$ cat src/rtl/amm_trans_block.sv
// Avalon-MM master issue stage: turns one operation packet into a burst write or a burst
// read request and tracks outstanding read beats.
module amm_trans_block #(
   parameter int unsigned ADDR_W      = 32,
   parameter int unsigned DATA_W      = 64,
   parameter int unsigned AMM_BURST_W = 8,
   parameter string       ADDR_TYPE   = "BYTE",
   parameter int unsigned RD_CNT_W    = 12,
   localparam int unsigned BYTES      = DATA_W / 8,
   localparam int unsigned ADDR_B_W   = $clog2(BYTES)
) (
   input  logic                   clk_i,
   input  logic                   rst_i,
   input  logic                   op_valid_i,
   input  logic                   op_type_i,
   input  logic [ADDR_W-1:0]      op_word_addr_i,
   input  logic [ADDR_B_W-1:0]    op_start_offset_i,
   input  logic [ADDR_B_W-1:0]    op_end_offset_i,
   input  logic [AMM_BURST_W-1:0] op_burstcount_i,
   input  logic [7:0]             data_seed_i,
   output logic                   cmd_accept_ready_o,
   output logic [ADDR_W-1:0]      amm_address_o,
   output logic [AMM_BURST_W-1:0] amm_burstcount_o,
   output logic                   amm_write_o,
   output logic                   amm_read_o,
   output logic [DATA_W-1:0]      amm_writedata_o,
   output logic [BYTES-1:0]       amm_byteenable_o,
   input  logic                   amm_waitrequest_i,
   input  logic                   amm_readdatavalid_i,
   output logic                   trans_busy_o,
   output logic                   unexp_rdv_o
);

   localparam logic [1:0] IDLE     = 2'd0;
   localparam logic [1:0] WR_BURST = 2'd1;
   localparam logic [1:0] RD_REQ   = 2'd2;

   // Headroom so that a maximum-length read can always be absorbed by the counter.
   localparam logic [RD_CNT_W-1:0] RD_LIMIT =
      RD_CNT_W'((2 ** RD_CNT_W) - 1 - (2 ** (AMM_BURST_W - 1)));
   localparam bit WORD_MODE = (ADDR_TYPE == "WORD");

   logic [1:0]             state_q, state_d;
   logic [AMM_BURST_W-1:0] beat_q, beat_d, beat_nxt;
   logic [ADDR_W-1:0]      addr_q, addr_d;
   logic [AMM_BURST_W-1:0] bc_q, bc_d;
   logic [ADDR_B_W-1:0]    so_q, so_d, eo_q, eo_d;
   logic                   write_q, write_d, read_q, read_d;
   logic [DATA_W-1:0]      wdata_q, wdata_d;
   logic [BYTES-1:0]       be_q, be_d;
   logic [RD_CNT_W-1:0]    rd_cnt_q, rd_cnt_d;
   logic                   unexp_q, unexp_d;
   logic                   ready_q, ready_d, busy_q, busy_d;
   logic                   rd_add;

   function automatic logic [DATA_W-1:0] beat_data(input logic [7:0] seed,
                                                   input logic [AMM_BURST_W-1:0] n);
      logic [DATA_W-1:0] d;
      logic [7:0]        base;
      base = seed + 8'(32'(n) * BYTES);
      for (int k = 0; k < int'(BYTES); k++) begin
         d[8*k +: 8] = base + 8'(k);
      end
      return d;
   endfunction

   function automatic logic [BYTES-1:0] beat_be(input logic [AMM_BURST_W-1:0] n,
                                                input logic [AMM_BURST_W-1:0] bc,
                                                input logic [ADDR_B_W-1:0]    so,
                                                input logic [ADDR_B_W-1:0]    eo);
      logic [BYTES-1:0] ones;
      logic [BYTES-1:0] m;
      ones = '1;
      m    = ones;
      if (!WORD_MODE) begin
         if (n == '0) m = m & (ones << so);
         if (n == bc - AMM_BURST_W'(1)) m = m & (ones >> (ADDR_B_W'(BYTES - 1) - eo));
      end
      return m;
   endfunction

   always_comb begin
      state_d  = state_q;
      beat_d   = beat_q;
      addr_d   = addr_q;
      bc_d     = bc_q;
      so_d     = so_q;
      eo_d     = eo_q;
      write_d  = write_q;
      read_d   = read_q;
      wdata_d  = wdata_q;
      be_d     = be_q;
      rd_add   = 1'b0;
      beat_nxt = beat_q + AMM_BURST_W'(1);

      case (state_q)
         IDLE: begin
            if (op_valid_i && ready_q) begin
               addr_d  = op_word_addr_i;
               bc_d    = op_burstcount_i;
               so_d    = op_start_offset_i;
               eo_d    = op_end_offset_i;
               beat_d  = '0;
               wdata_d = beat_data(data_seed_i, '0);
               be_d    = beat_be('0, op_burstcount_i, op_start_offset_i, op_end_offset_i);
               if (op_type_i) begin
                  state_d = RD_REQ;
                  read_d  = 1'b1;
               end else begin
                  state_d = WR_BURST;
                  write_d = 1'b1;
               end
            end
         end
         WR_BURST: begin
            if (!amm_waitrequest_i) begin
               if (beat_q == bc_q - AMM_BURST_W'(1)) begin
                  state_d = IDLE;
                  write_d = 1'b0;
               end else begin
                  beat_d  = beat_nxt;
                  wdata_d = beat_data(data_seed_i, beat_nxt);
                  be_d    = beat_be(beat_nxt, bc_q, so_q, eo_q);
               end
            end
         end
         RD_REQ: begin
            if (!amm_waitrequest_i) begin
               state_d = IDLE;
               read_d  = 1'b0;
               rd_add  = 1'b1;
            end
         end
         default: begin
            state_d = IDLE;
            write_d = 1'b0;
            read_d  = 1'b0;
         end
      endcase

      // A beat returning with nothing outstanding is flagged rather than wrapping the counter.
      rd_cnt_d = rd_cnt_q;
      unexp_d  = unexp_q;
      if (amm_readdatavalid_i) begin
         if (rd_cnt_q == '0) unexp_d = 1'b1;
         else rd_cnt_d = rd_cnt_q - RD_CNT_W'(1);
      end
      if (rd_add) rd_cnt_d = rd_cnt_d + RD_CNT_W'(bc_q);

      ready_d = (state_d == IDLE) && (rd_cnt_d <= RD_LIMIT);
      busy_d  = (state_d != IDLE) || (rd_cnt_d != '0);
   end

   always_ff @(posedge clk_i or posedge rst_i) begin
      if (rst_i) begin
         state_q  <= IDLE;
         beat_q   <= '0;
         addr_q   <= '0;
         bc_q     <= '0;
         so_q     <= '0;
         eo_q     <= '0;
         write_q  <= 1'b0;
         read_q   <= 1'b0;
         wdata_q  <= '0;
         be_q     <= '0;
         rd_cnt_q <= '0;
         unexp_q  <= 1'b0;
         ready_q  <= 1'b1;
         busy_q   <= 1'b0;
      end else begin
         state_q  <= state_d;
         beat_q   <= beat_d;
         addr_q   <= addr_d;
         bc_q     <= bc_d;
         so_q     <= so_d;
         eo_q     <= eo_d;
         write_q  <= write_d;
         read_q   <= read_d;
         wdata_q  <= wdata_d;
         be_q     <= be_d;
         rd_cnt_q <= rd_cnt_d;
         unexp_q  <= unexp_d;
         ready_q  <= ready_d;
         busy_q   <= busy_d;
      end
   end

   assign cmd_accept_ready_o = ready_q;
   assign amm_address_o      = addr_q;
   assign amm_burstcount_o   = bc_q;
   assign amm_write_o        = write_q;
   assign amm_read_o         = read_q;
   assign amm_writedata_o    = wdata_q;
   assign amm_byteenable_o   = be_q;
   assign trans_busy_o       = busy_q;
   assign unexp_rdv_o        = unexp_q;

endmodule

$ cat config.mk
export PLATFORM = sky130hd
export DESIGN_NAME = amm_trans_block
export DESIGN_NICKNAME = d
export VERILOG_FILES = /design/src/rtl/amm_trans_block.sv
export SDC_FILE = /design/constraint.sdc
export NUM_CORES = 1
export LEC_CHECK = 0
export BUFFER_PORTS_ARGS = -buffer_cell sky130_fd_sc_hd__clkbuf_2
export CELL_PAD_IN_SITES_DETAIL_PLACEMENT = 1
export CELL_PAD_IN_SITES_GLOBAL_PLACEMENT = 1
export CORE_AREA = 10 10 155 157
export DETAILED_ROUTE_END_ITERATION = 8
export DIE_AREA = 0 0 165 167
export GPL_TIMING_DRIVEN = 0
export PLACE_DENSITY_LB_ADDON = 0.1
export SYNTH_ARGS = -nofsm -noshare
export SYNTH_HDL_FRONTEND = slang
export SYNTH_SLANG_ARGS = --single-unit
export TNS_END_PERCENT = 20
$ cat constraint.sdc
create_clock -name clk_i -period 4.3 [get_ports clk_i]
set_clock_uncertainty 0.1 [all_clocks]
set_input_delay 0.43 -clock clk_i [delete_from_list [all_inputs] [get_ports clk_i]]
set_output_delay 0.43 -clock clk_i [all_outputs]
set_load 0.01 [all_outputs]
==> reports/metrics.csv <==
stage;metric;value;unit
placed_design;dp_hpwl;18900;um
global_routing;grt_pass1_wl;40300;um
placed_design;io_buffers;176;
worst_setup_path;crit_slowest_cell;or4_1;
global_routing;grt_use_met1;23.2;%
worst_setup_path;cp_data_arrival_time;4330;ps
placed_design;gp_congestion;0.815;
sta;max_freq;243;MHz
finish;finalNetCount;1147;
worst_setup_path;worstPathRequired;4520;ps
sta;final.min_clock_period;4110;ps
placed_design;placed_area;0.00885;mm2
global_routing;use_met3;5.18;%
global_routing;grt_max_degree;79;
worst_setup_path;worstSetupEndpointType;flip-flop;
finish;mostFrequentLayoutCells;nand2_1, clkbuf_2, dfrtp_1;
sta;setup_viol;0;
cts;clock_latency;420;ps
sta;rsz0062_at_grt;true;
worst_setup_path;cp-start-kind;flip-flop;
cts;cts_tree;built;
finish;layout_commonest_cell;nand2_1;
synth;synth_nets;946;
drt;wire_per_inst;18.2;um
drt;finalWirelength;24500;um
worst_setup_path;worstSetupPathType;reg -> reg;
power;power_density;848;mW/mm2
status;status;finished, final reports clean;
synth;synth-edff-count;0;
finish;regArea;0.00338;mm2
finish;stdcell_count;1347;
worst_setup_path;crit_chain;or4_1, buf_6, nor3_2, nor3_1, xnor2_1, buf_4, inv_1, ha_1, or4_1, o21ai_0, a21oi_1, and3_1, o311a_1, o21ai_1, a41oi_1;
cts;cts.htree.levels;4;
worst_setup_path;critPathMaxStageDelay;550;ps
cts;cts.sinks;135;
floorplanning;io_pins;177;
finish;design_area;0.00956;mm2
sta;relSlewSlack;17.8;%
sta;post-route-period-util;95.7;%
floorplanning;start_util;36.5;%
synth;syn_avg_cell_area;8.84;um2
placed_design;placedCellCount;1311;
global_routing;busiest_layer;met2;
cts;cts_made_buffers;17;
floorplanning;core_area;0.0208;mm2
drt;drtPass1Iterations;4;
synth;ys_ff_latch;135;
cts;clk_pin_slew_worst_paths;60;ps
finish;num-fill-cells;2535;
global_routing;antenna_found_initial;0;
floorplanning;die_w;165;um
sta;fin_hold_ws;91.4;ps
finish;drive_gt1_share;25.4;%
drt;first_iter_violations;357;
synth;yosysWarnings;0;
sta;worst_pin_slew;1220;ps
worst_setup_path;ff2ff_path_depth;15;
cts;cts_root_buf;clkbuf_16;
floorplanning;die_y;167;um
sta;tns;0;ps
drt;vias;6761;
worst_hold_path;hp-class;in -> reg;
cts;clock_path_buffers;2;
synth;synth_top_cell_area_share;44.2;%
worst_setup_path;cpMostUsedCell;or4_1;
drt;via_per_inst;5.02;
synth;syn_inst;859;
finish;antennaDiodeCount;0;
drt;remaining_drc_errors;0;
worst_setup_path;crit_fanout;10;
global_routing;use_met2;29.8;%
global_routing;grt.total_usage;18.2;%
power;peakVddDrop;0.000325;V
finish;area_growth;25.9;%
floorplanning;rows;53;
power;power;8100;uW
worst_hold_path;min_path_cells;3;
synth;yosys.area.top_type;dfrtp_1;
synth;synth_flop_cell;dfrtp_1;
flow_run;drv_cap;0;
synth;synthArstFlopShare;100;%
synth;netlist_area;0.00759;mm2
synth;post_synth_num_cell_types;74;
drt;drtAntennaViolNets;0;
power;p_leak;0.00465;uW
finish;multi_input_area;0.00393;mm2
global_routing;grt_pass1_vias;7313;
synth;ys_seq_area_share;44.5;%
sta;finalHoldViolations;0;
synth;synthTopCellsByArea;dfrtp_1, nand2_1, o21ai_0;
sta;slew_viol_final;0;
global_routing;grt.overflow.total;0;
floorplanning;die_area;0.0276;mm2
==> kinds of logic (layout without fill, tap and decap cells) <==
| kind of cell | after synthesis | in the layout | share of synthesized area, % |
|---|---|---|---|
| compound gates | 175 | 175 | 14.8 |
| flops | 135 | 135 | 44.5 |
| mux | 11 | 11 | 1.60 |
| simple gates | 363 | 363 | 21.4 |
| fa+ha+maj | 27 | 27 | 4.65 |
| xor+xnor | 71 | 71 | 8.37 |
| buf+inv | 77 | 290 | 4.60 |
==> worst paths after layout <==
path	from	endpoint	slack (ps)
min reg2reg	unexp_rdv_o	unexp_rdv_o	360
min in group asynchronous	rst_i	amm_address_o[16]	480
max reg2reg	rd_cnt_q[5]	cmd_accept_ready_o	190
max in group asynchronous	rst_i	rd_cnt_q[4]	2800
min	op_word_addr_i[22]	amm_address_o[22]	90
max	rd_cnt_q[5]	cmd_accept_ready_o	190
==> sequential cells by signal (all words and copies together) (netlist names) <==
signal / count
amm_address_o: 32
amm_burstcount_o: 8
amm_byteenable_o: 8
amm_read_o: 1
amm_write_o: 1
amm_writedata_o: 54
beat_q: 8
cmd_accept_ready_o: 1
eo_q: 3
rd_cnt_q: 12
so_q: 3
state_q: 2
trans_busy_o: 1
unexp_rdv_o: 1
==> where the power goes <==
group / switching (uW) / internal [uW]
registers: 471 / 1860
clock network: 600 / 917
logic: 2540 / 1710
total: 3610 / 4490
==> cell type report <==
cell class                      count  area share, %
Multi-Input combinational cell    647           41.1
Sequential cell                   135           35.4
Timing Repair Buffer              182           9.92
Clock buffer                       18           4.49
Tap cell                          275           3.60
Buffer                             51           2.63
Clock inverter                     13           1.81
Inverter                           26           1.07
==> cell usage after synthesis (5+ instances only) <==
cell type	number
a211o_1	5
a211oi_1	7
a21o_1	7
a21oi_1	18
a31oi_1	10
and2_1	5
and3_1	6
buf_1	7
buf_2	9
buf_4	11
clkbuf_1	23
dfrtp_1	134
ha_1	25
inv_1	26
mux2_2	5
mux2i_1	5
nand2_1	220
nand3_1	12
nor2_1	47
nor3_1	28
nor4_1	7
o21a_1	7
o21ai_0	81
or2_2	8
xnor2_1	42
xor2_1	28
==> worst max-delay path: cells and delay by family, from the launching register on <==
family	cells	cell delay, ps
XOR/XNOR	1	180
buffers and inverters	3	350
flip-flops	1	430
AO/OA/AOI/OAI	5	960
adder cells (fa/ha/maj)	1	340
AND/OR/NAND/NOR	5	1650
==> per-layer routing <==
| metal | vias up | share of wire, % |
|---|---|---|
| li1 | 3333 | - |
| met1 | 3301 | 45 |
| met2 | 114 | 48 |
| met3 | 13 | 5.7 |
| met4 | 0 | 0.72 |
| met5 | - | 0 |
==> metrics by stage <==
stage	utilization, %	setup WS (ps)
global route	45.9	-49.4
global placement	42.3	-1780
finish	45.9	187
detailed placement	42.5	-140
CTS	45.5	38.2
floorplan	-	161
==> repair_timing <==
| item | CTS | global route |
|---|---|---|
| hold buffers | 1 | 0 |
| endpoints found under the setup margin | 3 | 5 |
| buffers inserted | 0 | 4 |
| gates resized for setup | 4 | 12 |
| endpoints found under the hold margin | 28 | 0 |
| pin swaps | 0 | 4 |
Power figures use the tool's default switching activity.
